==> src/rtl/ci_initiator_pkg.sv <==
// Shared widths, the "no instruction" id and the state encoding for the CI initiator.
package ci_initiator_pkg;

    localparam int CI_WIDTH    = 32;
    localparam int CI_ID_WIDTH = 8;

    localparam logic [CI_ID_WIDTH-1:0] CI_ID_NONE = 8'h00;

    typedef enum logic [1:0] {
        ST_IDLE  = 2'd0,
        ST_ISSUE = 2'd1,
        ST_WAIT  = 2'd2,
        ST_RESP  = 2'd3
    } ci_state_e;

endpackage

==> src/rtl/ci_initiator_if.sv <==
// Custom-instruction bus between an initiator (master) and a responder (slave).
interface ci_initiator_if;
    import ci_initiator_pkg::*;

    logic                   ciStart;
    logic [CI_ID_WIDTH-1:0] ciCiN;
    logic [CI_WIDTH-1:0]    ciValueA;
    logic [CI_WIDTH-1:0]    ciValueB;
    logic                   ciDone;
    logic [CI_WIDTH-1:0]    ciResult;

    modport master (
        output ciStart, ciCiN, ciValueA, ciValueB,
        input  ciDone, ciResult
    );

    modport slave (
        input  ciStart, ciCiN, ciValueA, ciValueB,
        output ciDone, ciResult
    );

endinterface

==> src/rtl/ci_watchdog.sv <==
// Down-counter that flags a CI transaction as expired timeoutCycles cycles after issue.
module ci_watchdog #(
    parameter int timeoutCycles = 255
) (
    input  logic clock,
    input  logic nReset,
    input  logic load,
    input  logic enable,
    output logic expired
);
    localparam int CountWidth = $clog2(timeoutCycles + 1);
    // The issue cycle itself is the first counted cycle, so reload one short.
    localparam logic [CountWidth-1:0] Reload = CountWidth'(timeoutCycles - 1);

    logic [CountWidth-1:0] count_q;
    logic [CountWidth-1:0] count_d;

    always_comb begin
        count_d = count_q;
        if (load) begin
            count_d = Reload;
        end else if (enable && (count_q != '0)) begin
            count_d = count_q - CountWidth'(1);
        end
    end

    always_ff @(posedge clock or negedge nReset) begin
        if (!nReset) begin
            count_q <= '0;
        end else begin
            count_q <= count_d;
        end
    end

    assign expired = (count_q == '0);

endmodule

==> src/rtl/ci_initiator.sv <==
// CI initiator: issues one request at a time to a CI responder and returns the result.
// Optional watchdog abort is built when CI_INITIATOR_TIMEOUT_EN is defined.
module ci_initiator
    import ci_initiator_pkg::*;
#(
    parameter int timeoutCycles = 255
) (
    input  logic                   clock,
    input  logic                   nReset,
    input  logic                   reqValid,
    output logic                   reqReady,
    input  logic [CI_ID_WIDTH-1:0] reqCiN,
    input  logic [CI_WIDTH-1:0]    reqValueA,
    input  logic [CI_WIDTH-1:0]    reqValueB,
    output logic                   rspValid,
    input  logic                   rspReady,
    output logic [CI_WIDTH-1:0]    rspResult,
    output logic                   rspTimeout,
    output logic                   busy,
    ci_initiator_if.master         ci
);
    localparam logic [1:0] IDLE  = ST_IDLE;
    localparam logic [1:0] ISSUE = ST_ISSUE;
    localparam logic [1:0] WAIT  = ST_WAIT;
    localparam logic [1:0] RESP  = ST_RESP;

    if (timeoutCycles < 1) begin : g_bad_timeout
        $error("ci_initiator: timeoutCycles must be at least 1");
    end

    logic [1:0]             state_q,       state_d;
    logic                   start_q,       start_d;
    logic [CI_ID_WIDTH-1:0] ci_n_q,        ci_n_d;
    logic [CI_WIDTH-1:0]    value_a_q,     value_a_d;
    logic [CI_WIDTH-1:0]    value_b_q,     value_b_d;
    logic                   rsp_valid_q,   rsp_valid_d;
    logic [CI_WIDTH-1:0]    rsp_result_q,  rsp_result_d;
    logic                   rsp_timeout_q, rsp_timeout_d;
    logic                   busy_q,        busy_d;
    logic                   wd_expired;

`ifdef CI_INITIATOR_TIMEOUT_EN
    logic wd_load;
    logic wd_enable;

    assign wd_load   = (state_q == IDLE) && reqValid;
    assign wd_enable = (state_q == ISSUE) || (state_q == WAIT);

    ci_watchdog #(
        .timeoutCycles(timeoutCycles)
    ) u_watchdog (
        .clock  (clock),
        .nReset (nReset),
        .load   (wd_load),
        .enable (wd_enable),
        .expired(wd_expired)
    );
`else
    assign wd_expired = 1'b0;
`endif

    // CI id/operands are loaded straight into the output flops so they are nonzero only in ISSUE.
    always_comb begin
        state_d       = state_q;
        start_d       = 1'b0;
        ci_n_d        = CI_ID_NONE;
        value_a_d     = '0;
        value_b_d     = '0;
        rsp_valid_d   = rsp_valid_q;
        rsp_result_d  = rsp_result_q;
        rsp_timeout_d = rsp_timeout_q;
        busy_d        = busy_q;
        case (state_q)
            IDLE: begin
                if (reqValid) begin
                    state_d   = ISSUE;
                    start_d   = 1'b1;
                    ci_n_d    = reqCiN;
                    value_a_d = reqValueA;
                    value_b_d = reqValueB;
                    busy_d    = 1'b1;
                end
            end
            ISSUE, WAIT: begin
                // A done arriving in the expiry cycle still wins over the watchdog.
                if (ci.ciDone) begin
                    state_d       = RESP;
                    rsp_valid_d   = 1'b1;
                    rsp_result_d  = ci.ciResult;
                    rsp_timeout_d = 1'b0;
                end else if (wd_expired) begin
                    state_d       = RESP;
                    rsp_valid_d   = 1'b1;
                    rsp_result_d  = '0;
                    rsp_timeout_d = 1'b1;
                end else begin
                    state_d = WAIT;
                end
            end
            RESP: begin
                if (rspReady) begin
                    state_d     = IDLE;
                    rsp_valid_d = 1'b0;
                    busy_d      = 1'b0;
                end
            end
            default: begin
                state_d = IDLE;
            end
        endcase
    end

    always_ff @(posedge clock or negedge nReset) begin
        if (!nReset) begin
            state_q       <= IDLE;
            start_q       <= 1'b0;
            ci_n_q        <= CI_ID_NONE;
            value_a_q     <= '0;
            value_b_q     <= '0;
            rsp_valid_q   <= 1'b0;
            rsp_result_q  <= '0;
            rsp_timeout_q <= 1'b0;
            busy_q        <= 1'b0;
        end else begin
            state_q       <= state_d;
            start_q       <= start_d;
            ci_n_q        <= ci_n_d;
            value_a_q     <= value_a_d;
            value_b_q     <= value_b_d;
            rsp_valid_q   <= rsp_valid_d;
            rsp_result_q  <= rsp_result_d;
            rsp_timeout_q <= rsp_timeout_d;
            busy_q        <= busy_d;
        end
    end

    assign reqReady    = (state_q == IDLE);
    assign rspValid    = rsp_valid_q;
    assign rspResult   = rsp_result_q;
    assign rspTimeout  = rsp_timeout_q;
    assign busy        = busy_q;
    assign ci.ciStart  = start_q;
    assign ci.ciCiN    = ci_n_q;
    assign ci.ciValueA = value_a_q;
    assign ci.ciValueB = value_b_q;

endmodule

==> src/flat_wrapper.sv <==
// flat-port wrapper written by rule: the top's interface ports become plain ports
module ci_initiator_flat import ci_initiator_pkg::*;
#(
    parameter int timeoutCycles = 255
)
  (clock, nReset, reqValid, reqReady, reqCiN, reqValueA, reqValueB, rspValid, rspReady, rspResult, rspTimeout, busy, ci_ciStart, ci_ciCiN, ci_ciValueA, ci_ciValueB, ci_ciDone, ci_ciResult);
  ci_initiator_if ci_i ();
  input  logic clock;
  input  logic nReset;
  input  logic reqValid;
  output logic reqReady;
  input  logic [CI_ID_WIDTH-1:0] reqCiN;
  input  logic [CI_WIDTH-1:0] reqValueA;
  input  logic [CI_WIDTH-1:0] reqValueB;
  output logic rspValid;
  input  logic rspReady;
  output logic [CI_WIDTH-1:0] rspResult;
  output logic rspTimeout;
  output logic busy;
  output wire logic [$bits(ci_i.ciStart)-1:0] ci_ciStart;
  output wire logic [$bits(ci_i.ciCiN)-1:0] ci_ciCiN;
  output wire logic [$bits(ci_i.ciValueA)-1:0] ci_ciValueA;
  output wire logic [$bits(ci_i.ciValueB)-1:0] ci_ciValueB;
  input wire logic [$bits(ci_i.ciDone)-1:0] ci_ciDone;
  input wire logic [$bits(ci_i.ciResult)-1:0] ci_ciResult;
  assign ci_ciStart = ci_i.ciStart;
  assign ci_ciCiN = ci_i.ciCiN;
  assign ci_ciValueA = ci_i.ciValueA;
  assign ci_ciValueB = ci_i.ciValueB;
  assign ci_i.ciDone = ci_ciDone;
  assign ci_i.ciResult = ci_ciResult;
  ci_initiator #(.timeoutCycles(timeoutCycles)) u_core (.clock(clock), .nReset(nReset), .reqValid(reqValid), .reqReady(reqReady), .reqCiN(reqCiN), .reqValueA(reqValueA), .reqValueB(reqValueB), .rspValid(rspValid), .rspReady(rspReady), .rspResult(rspResult), .rspTimeout(rspTimeout), .busy(busy), .ci(ci_i));
endmodule
==> config.mk <==
export PLATFORM = sky130hd
export DESIGN_NAME = ci_initiator_flat
export DESIGN_NICKNAME = d
export VERILOG_FILES = /design/src/rtl/ci_initiator_pkg.sv /design/src/rtl/ci_initiator_if.sv /design/src/rtl/ci_watchdog.sv /design/src/rtl/ci_initiator.sv /design/src/flat_wrapper.sv
export SDC_FILE = /design/constraint.sdc
export NUM_CORES = 1
export LEC_CHECK = 0
export ABC_CLOCK_PERIOD_IN_PS = 1600
export CORE_MARGIN = 1.5
export CORE_UTILIZATION = 26
export DETAILED_ROUTE_END_ITERATION = 7
export GPL_TIMING_DRIVEN = 0
export SLEW_MARGIN = 15
export SYNTH_ARGS = -nofsm -noshare
export SYNTH_HDL_FRONTEND = slang
export SYNTH_SLANG_ARGS = --single-unit
==> constraint.sdc <==
create_clock -name clock -period 1.6 [get_ports clock]
set_input_delay 0.32 -clock clock [delete_from_list [all_inputs] [get_ports clock]]
set_output_delay 0.32 -clock clock [all_outputs]
set_load 0.01 [all_outputs]
==> results.yml, run 1 <==
worst_setup_path:
  reg2reg_from: "u_core.state_q[1]"
  critPathArrivalTime_ns: 1.23
  crit_cells: 1
  r2r_slack_ns: 0.08
  worstRegToRegCells: 5
  cpPeakStageDelay_ns: 0.54
  timing.rr.end: "u_core.rspResult[11]"
  crit_required_ns: 1.28
  cp_num_buf_inv: 1
  cp_top_family: "buffers and inverters"
  crit_chain: "clkdlybuf4s50_1"
  cp-end-kind: "primary output"
  crit_slowest_cell: "clkdlybuf4s50_1"
  cp_max_fo: 2
  start_kind: "flip-flop"
  crit_type: "flip-flop to primary output"
place:
  gp_congestion: 0.7222
  place_inst: 657
  dp.final_hpwl_um: 7949
  io_buffers: 216
  dp_slack_ns: -0.1380
logic_synthesis:
  ys_ff_latch: 109
  synthArstFlopShare_pct: 100.0
  syn_area_per_cell_um2: 15.28
  synthCells: 256
  syn_area_mm2: 0.003911
  yosys_warnings: 0
  ys_seq_area_share_pct: 69.74
  postSynthNetCount: 368
  synth_edf_count: 0
  synth_flop_cell: "dfrtp_1"
  synth.distinct_cells: 21
timing:
  slew_headroom_pct: 66.08
  rsz0062_at_grt: "true"
  finalSetupViolations: 0
  slew_viol_final: 0
  finalHoldViolCount: 0
  period_share_pct: 96.92
  fin_skew_ns: 0.01036
  max_freq_ghz: 0.6448
  setup_ws_ns: 0.04922
  fin_crit_ns: 1.551
  holdWs_ns: 0.4872
  worst_slew_pin_slew_ns: 0.5088
grt:
  first_global_vias: 3143
  grt_pass1_wl_um: 17150
  grt_max_degree: 59
  antenna_found_initial: 0
  grt_overflow: 0
  gr-usage-all-layers_pct: 14.03
final_layout:
  area_growth_pct: 74.22
  stdcell_count: 676
  fin_nets: 599
  final_util_pct: 46.71
  antenna_cells: 0
  drive_above_1_share_pct: 14.23
routing:
  num_vias: 2834
  firstDrtPassIters: 4
  wl_per_cell_um: 15.85
  antenna_left: 0
  drc_errors: 0
  drtIter0Drc: 41
  wirelength_um: 10720
  vias_per_cell: 4.192
floorplan:
  die_y_um: 125.7
  core_area_mm2: 0.01459
  rows: 44
  die_w_um: 125.7
  start_util_pct: 26.81
  ioPinCount: 218
  dieArea_mm2: 0.01579
pwr:
  cellLeakagePower_nw: 3.778
  max-vdd-ir-drop_uv: 532.2
  p_per_area_mw_per_mm2: 1523
clock_network:
  tritoncts: "yes"
  cts-buffers-inserted: 9
  cts-root-buf: "clkbuf_16"
  cts_buffer_depth: 2
  insertion_delay_ns: 0.35
  cts_sinks: 109
  path_clk_slew_ns: 0.07
  cts_max_level: 3
flow_run:
  max_cap_viol_count: 0
run_status:
  outcome: "finished, final reports clean"
min_path:
  hp-class: "input pin to async pin"
==> kinds of logic after synthesis <==
kind of cell | synth area share [%]
adders and majority gates | 0.9598
AOI/OAI and AO/OA | 1.056
muxes | 12.67
buffers and inverters | 3.039
other | 0.09588
DFF | 69.74
and+or+nand+nor | 12.44
==> placed cells by master, fill, tap and decap left out, types with 2 or more instances in the layout <==
master	netlist	final
buf_4	1	3
ha_1	3	2
clkbuf_1	14	8
dlymetal6s2s_1	0	37
clkdlybuf4s50_1	0	172
buf_2	1	2
inv_1	4	3
dfrtp_1	109	109
clkinv_4	0	3
mux2_2	4	4
bufinv_16	0	2
clkbuf_16	0	9
a21oi_1	2	2
and3_1	72	72
mux2_4	30	30
dlygate4sd2_1	0	5
nand2_1	3	3
a22o_1	2	2
clkbuf_2	1	6
buf_12	0	3
==> worst max path at each step <==
stage | startpoint | end | slack (ns)
2_1_floorplan | u_core.state_q[0] | u_core.rspResult[10] | 0.13
3_3_place_gp | nReset | u_core.ci.ciValueB[27] | -3.94
3_5_place_dp | reqValid | u_core.ci.ciValueA[0] | -0.14
4_1_cts | u_core.state_q[0] | reqReady | -0.01
5_1_grt | u_core.state_q[0] | u_core.rspResult[17] | -0.004
6_report | u_core.rspResult[18] | rspResult[18] | 0.05
==> timing repair <==
item                       in CTS  in global routing
gates resized for setup        13                 55
hold endpoints to repair       51                  0
pin swaps                       1                  1
buffers inserted                1                  1
setup endpoints to repair      41                133
hold buffers                    1                  0
==> where the power goes <==
part / leakage, nW / switching (mW) / total, mW / internal (mW)
registers: 1.43 / 0.302 / 3.76 / 3.46
clock network: 0.162 / 1.05 / 2.45 / 1.40
logic: 2.19 / 1.62 / 4.17 / 2.55
==> cell type report <==
cell class,count,area [um^2]
Timing Repair Buffer,220,2297
Multi-Input combinational cell,123,1072
Clock inverter,7,106.4
Clock buffer,9,225.2
Buffer,20,140.1
Tap cell,184,230.2
Sequential cell,109,2728
Inverter,4,15.01
Fill cell,1306,7775
==> flip-flops by register name, summed over array words and instances (netlist names) <==
name,count
u_core.ci.ciStart,1
u_core.rspValid,1
u_core.ci.ciValueB,32
u_core.ci.ciValueA,32
u_core.busy,1
u_core.rspResult,32
u_core.ci.ciCiN,8
u_core.state_q,2
==> Yosys cell counts (all sizes together), types with 2 or more instances <==
library cell	n	area share, %
mux2	34	13
a22o	2	0.45
inv	4	0.38
ha	3	0.96
nand2	4	0.45
a21oi	2	0.26
buf	5	1.2
dfrtp	109	70
clkbuf	15	1.5
and3	72	12
==> routing by layer <==
layer | GRT usage [%] | share of wire [%] | wire (um) | vias up
met3 | 7.901 | 11 | 1199 | 11
met5 | 0 | 0 | 0 | -
li1 | - | - | - | 1331
met2 | 22.28 | 47 | 5047 | 141
met1 | 16.22 | 41 | 4353 | 1351
met4 | 4.078 | 1.1 | 114 | 0
==> through the flow <==
step                      area [um^2]  power, mW  setup TNS [ns]
after floorplan                  3911      5.887               0
after detailed placement         6332      8.002          -6.695
final                            6814      10.38               0
after global routing             6814      10.99       -0.005488
after CTS                        6695      10.55        -0.01294
after global placement           6304      7.942         -433.39
(Power assumes the default switching activity.)
==> run 2: changes to the inputs <==
--- a/config.mk
+++ b/config.mk
@@ -6,10 +6,11 @@
 export NUM_CORES = 1
 export LEC_CHECK = 0
 export ABC_CLOCK_PERIOD_IN_PS = 1600
-export CORE_MARGIN = 1.5
+export CORE_MARGIN = 2
 export CORE_UTILIZATION = 26
 export DETAILED_ROUTE_END_ITERATION = 7
 export GPL_TIMING_DRIVEN = 0
+export REMOVE_ABC_BUFFERS = 1
 export SLEW_MARGIN = 15
 export SYNTH_ARGS = -nofsm -noshare
 export SYNTH_HDL_FRONTEND = slang
==> run 2 against run 1 <==
  * Global-route usage increased by 0.34 points
  * Register-to-register slack improved by 0.07 ns
  * Routed wire length is 5.5% higher
  * Cell count decreased by 1.5%
  * Clock skew fell by 0.0034 ns
  * Clock power is 2% lower
  * Sequential cell count unchanged
  * Via count grew 1.6%
  * Count of clock-buffer cells in the layout up 2
  * Die area is 1.6% higher
  * Design area rose by 0.57%
  * Critical path depth stayed put
==> results.yml, run 2 (same netlist as run 1, synthesis figures left out) <==
run_status:
  outcome: "finished, final reports clean"
grt:
  grt_pass1_wl_um: 17620
  gr-usage-all-layers_pct: 14.37
  grt_max_degree: 60
  first_global_vias: 3160
  antenna_found_initial: 0
  grt_overflow: 0
final_layout:
  antenna_cells: 0
  fin_nets: 590
  final_common_cell: "clkdlybuf4s50_1"
  area_growth_pct: 75.21
  final_cell_mix: "clkdlybuf4s50_1 (174), dfrtp_1 (109), and3_1 (72)"
  drive_above_1_share_pct: 14.52
  final_util_pct: 46.97
clock_network:
  cts-buffers-inserted: 9
  insertion_delay_ns: 0.35
  cts-root-buf: "clkbuf_16"
  cts_max_level: 3
  tritoncts: "yes"
  cts_buffer_depth: 2
  cts_sinks: 109
  path_clk_slew_ns: 0.07
routing:
  num_vias: 2880
  antenna_left: 0
  firstDrtPassIters: 4
  wirelength_um: 11310
  wl_per_cell_um: 16.98
  drtIter0Drc: 56
  drc_errors: 0
  vias_per_cell: 4.324
worst_setup_path:
  cp-end-kind: "primary output"
  reg2reg_from: "u_core.state_q[1]"
  crit_required_ns: 1.28
  crit_chain: "clkdlybuf4s50_1"
  cp_max_fo: 1
  cp_num_buf_inv: 1
  start_kind: "flip-flop"
  cp_top_family: "buffers and inverters"
  timing.rr.end: "u_core.rspResult[1]"
  worstRegToRegCells: 4
  crit_cells: 1
  crit_slowest_cell: "clkdlybuf4s50_1"
  cpPeakStageDelay_ns: 0.55
  crit_type: "flip-flop to primary output"
  r2r_slack_ns: 0.15
  critPathArrivalTime_ns: 1.23
min_path:
  hp-class: "input pin to flip-flop"
  holdPathEnd: "u_core.ci.ciValueB[11]"
  whs_path_depth: 2
  hold_start: "reqValid"
pwr:
  max-vdd-ir-drop_uv: 611.0
  p_per_area_mw_per_mm2: 1561
  power.total_mw: 10.70
  cellLeakagePower_nw: 3.718
timing:
  finalSetupViolations: 0
  slew_headroom_pct: 66.17
  period_share_pct: 96.96
  fin_skew_ns: 0.007003
  rsz0062_at_grt: "false"
  finalHoldViolCount: 0
  max_freq_ghz: 0.6446
  worst_slew_pin_slew_ns: 0.5058
  fin_crit_ns: 1.551
  setup_tns_ns: 0
  slew_viol_final: 0
floorplan:
  core_area_mm2: 0.01459
  rows: 44
  ioPinCount: 218
  start_util_pct: 26.81
  die_w_um: 126.7
  dieArea_mm2: 0.01604
  die_y_um: 126.7
place:
  dp.final_hpwl_um: 7487
  gp_congestion: 0.7358
  io_buffers: 216
flow_run:
  max_cap_viol_count: 0
==> run 2: cell type report <==
class | instances | area (um^2)
fill | 1293 | 7736
sequential | 109 | 2728
timing repair buffer | 230 | 2441
multi-input combinational | 124 | 1124
clock buffer | 11 | 242.7
tap | 184 | 230.2
clock inverter | 4 | 72.57
inverter | 4 | 15.01
==> run 2: power by group <==
group / internal, mW / switching (mW)
Sequential: 3.46 / 0.300
Combinational: 2.77 / 1.77
Clock: 1.41 / 0.994
Total: 7.63 / 3.07
==> run 2: per-layer routing <==
layer	vias to the layer above	global-route usage, %	part of all wire, %
li1	1318	-	-
met1	1397	16.67	41
met2	155	22.81	46
met3	10	7.634	12
met4	0	4.848	1.4
met5	-	0	0
==> run 2: worst max path at each step <==
stage / from / endpoint / slack (ns)
floorplan: u_core.state_q[0] / u_core.rspResult[0] / -0.30
global placement: nReset / u_core.ci.ciValueB[3] / -3.96
detailed placement: ci_ciDone / u_core.rspResult[1] / -0.59
CTS: u_core.rspResult[23] / rspResult[23] / 0.003
global route: u_core.rspResult[6] / rspResult[6] / 0.0001
finish: u_core.ci.ciValueA[17] / ci_ciValueA[17] / 0.05
==> run 2: stage by stage <==
step	instances	setup WS (ns)	hold slack [ns]	area, um^2
after global routing	666	0.0001040	0.4696	6853
after CTS	663	0.003200	0.4497	6745
final	666	0.04867	0.4616	6853
after global placement	636	-3.957	0.4893	6200
after floorplan	236	-0.3024	0.02441	3807
after detailed placement	639	-0.5935	0.2952	6266
==> run 2: what timing repair did <==
| item | in CTS | in global routing |
|---|---|---|
| pin swaps | 2 | 0 |
| hold buffers | 1 | 0 |
| resized for setup | 18 | 34 |
| endpoints found under the setup margin | 38 | 35 |
| setup buffers | 5 | 3 |
| hold endpoints to repair | 50 | 0 |
| gates cloned | 3 | 0 |
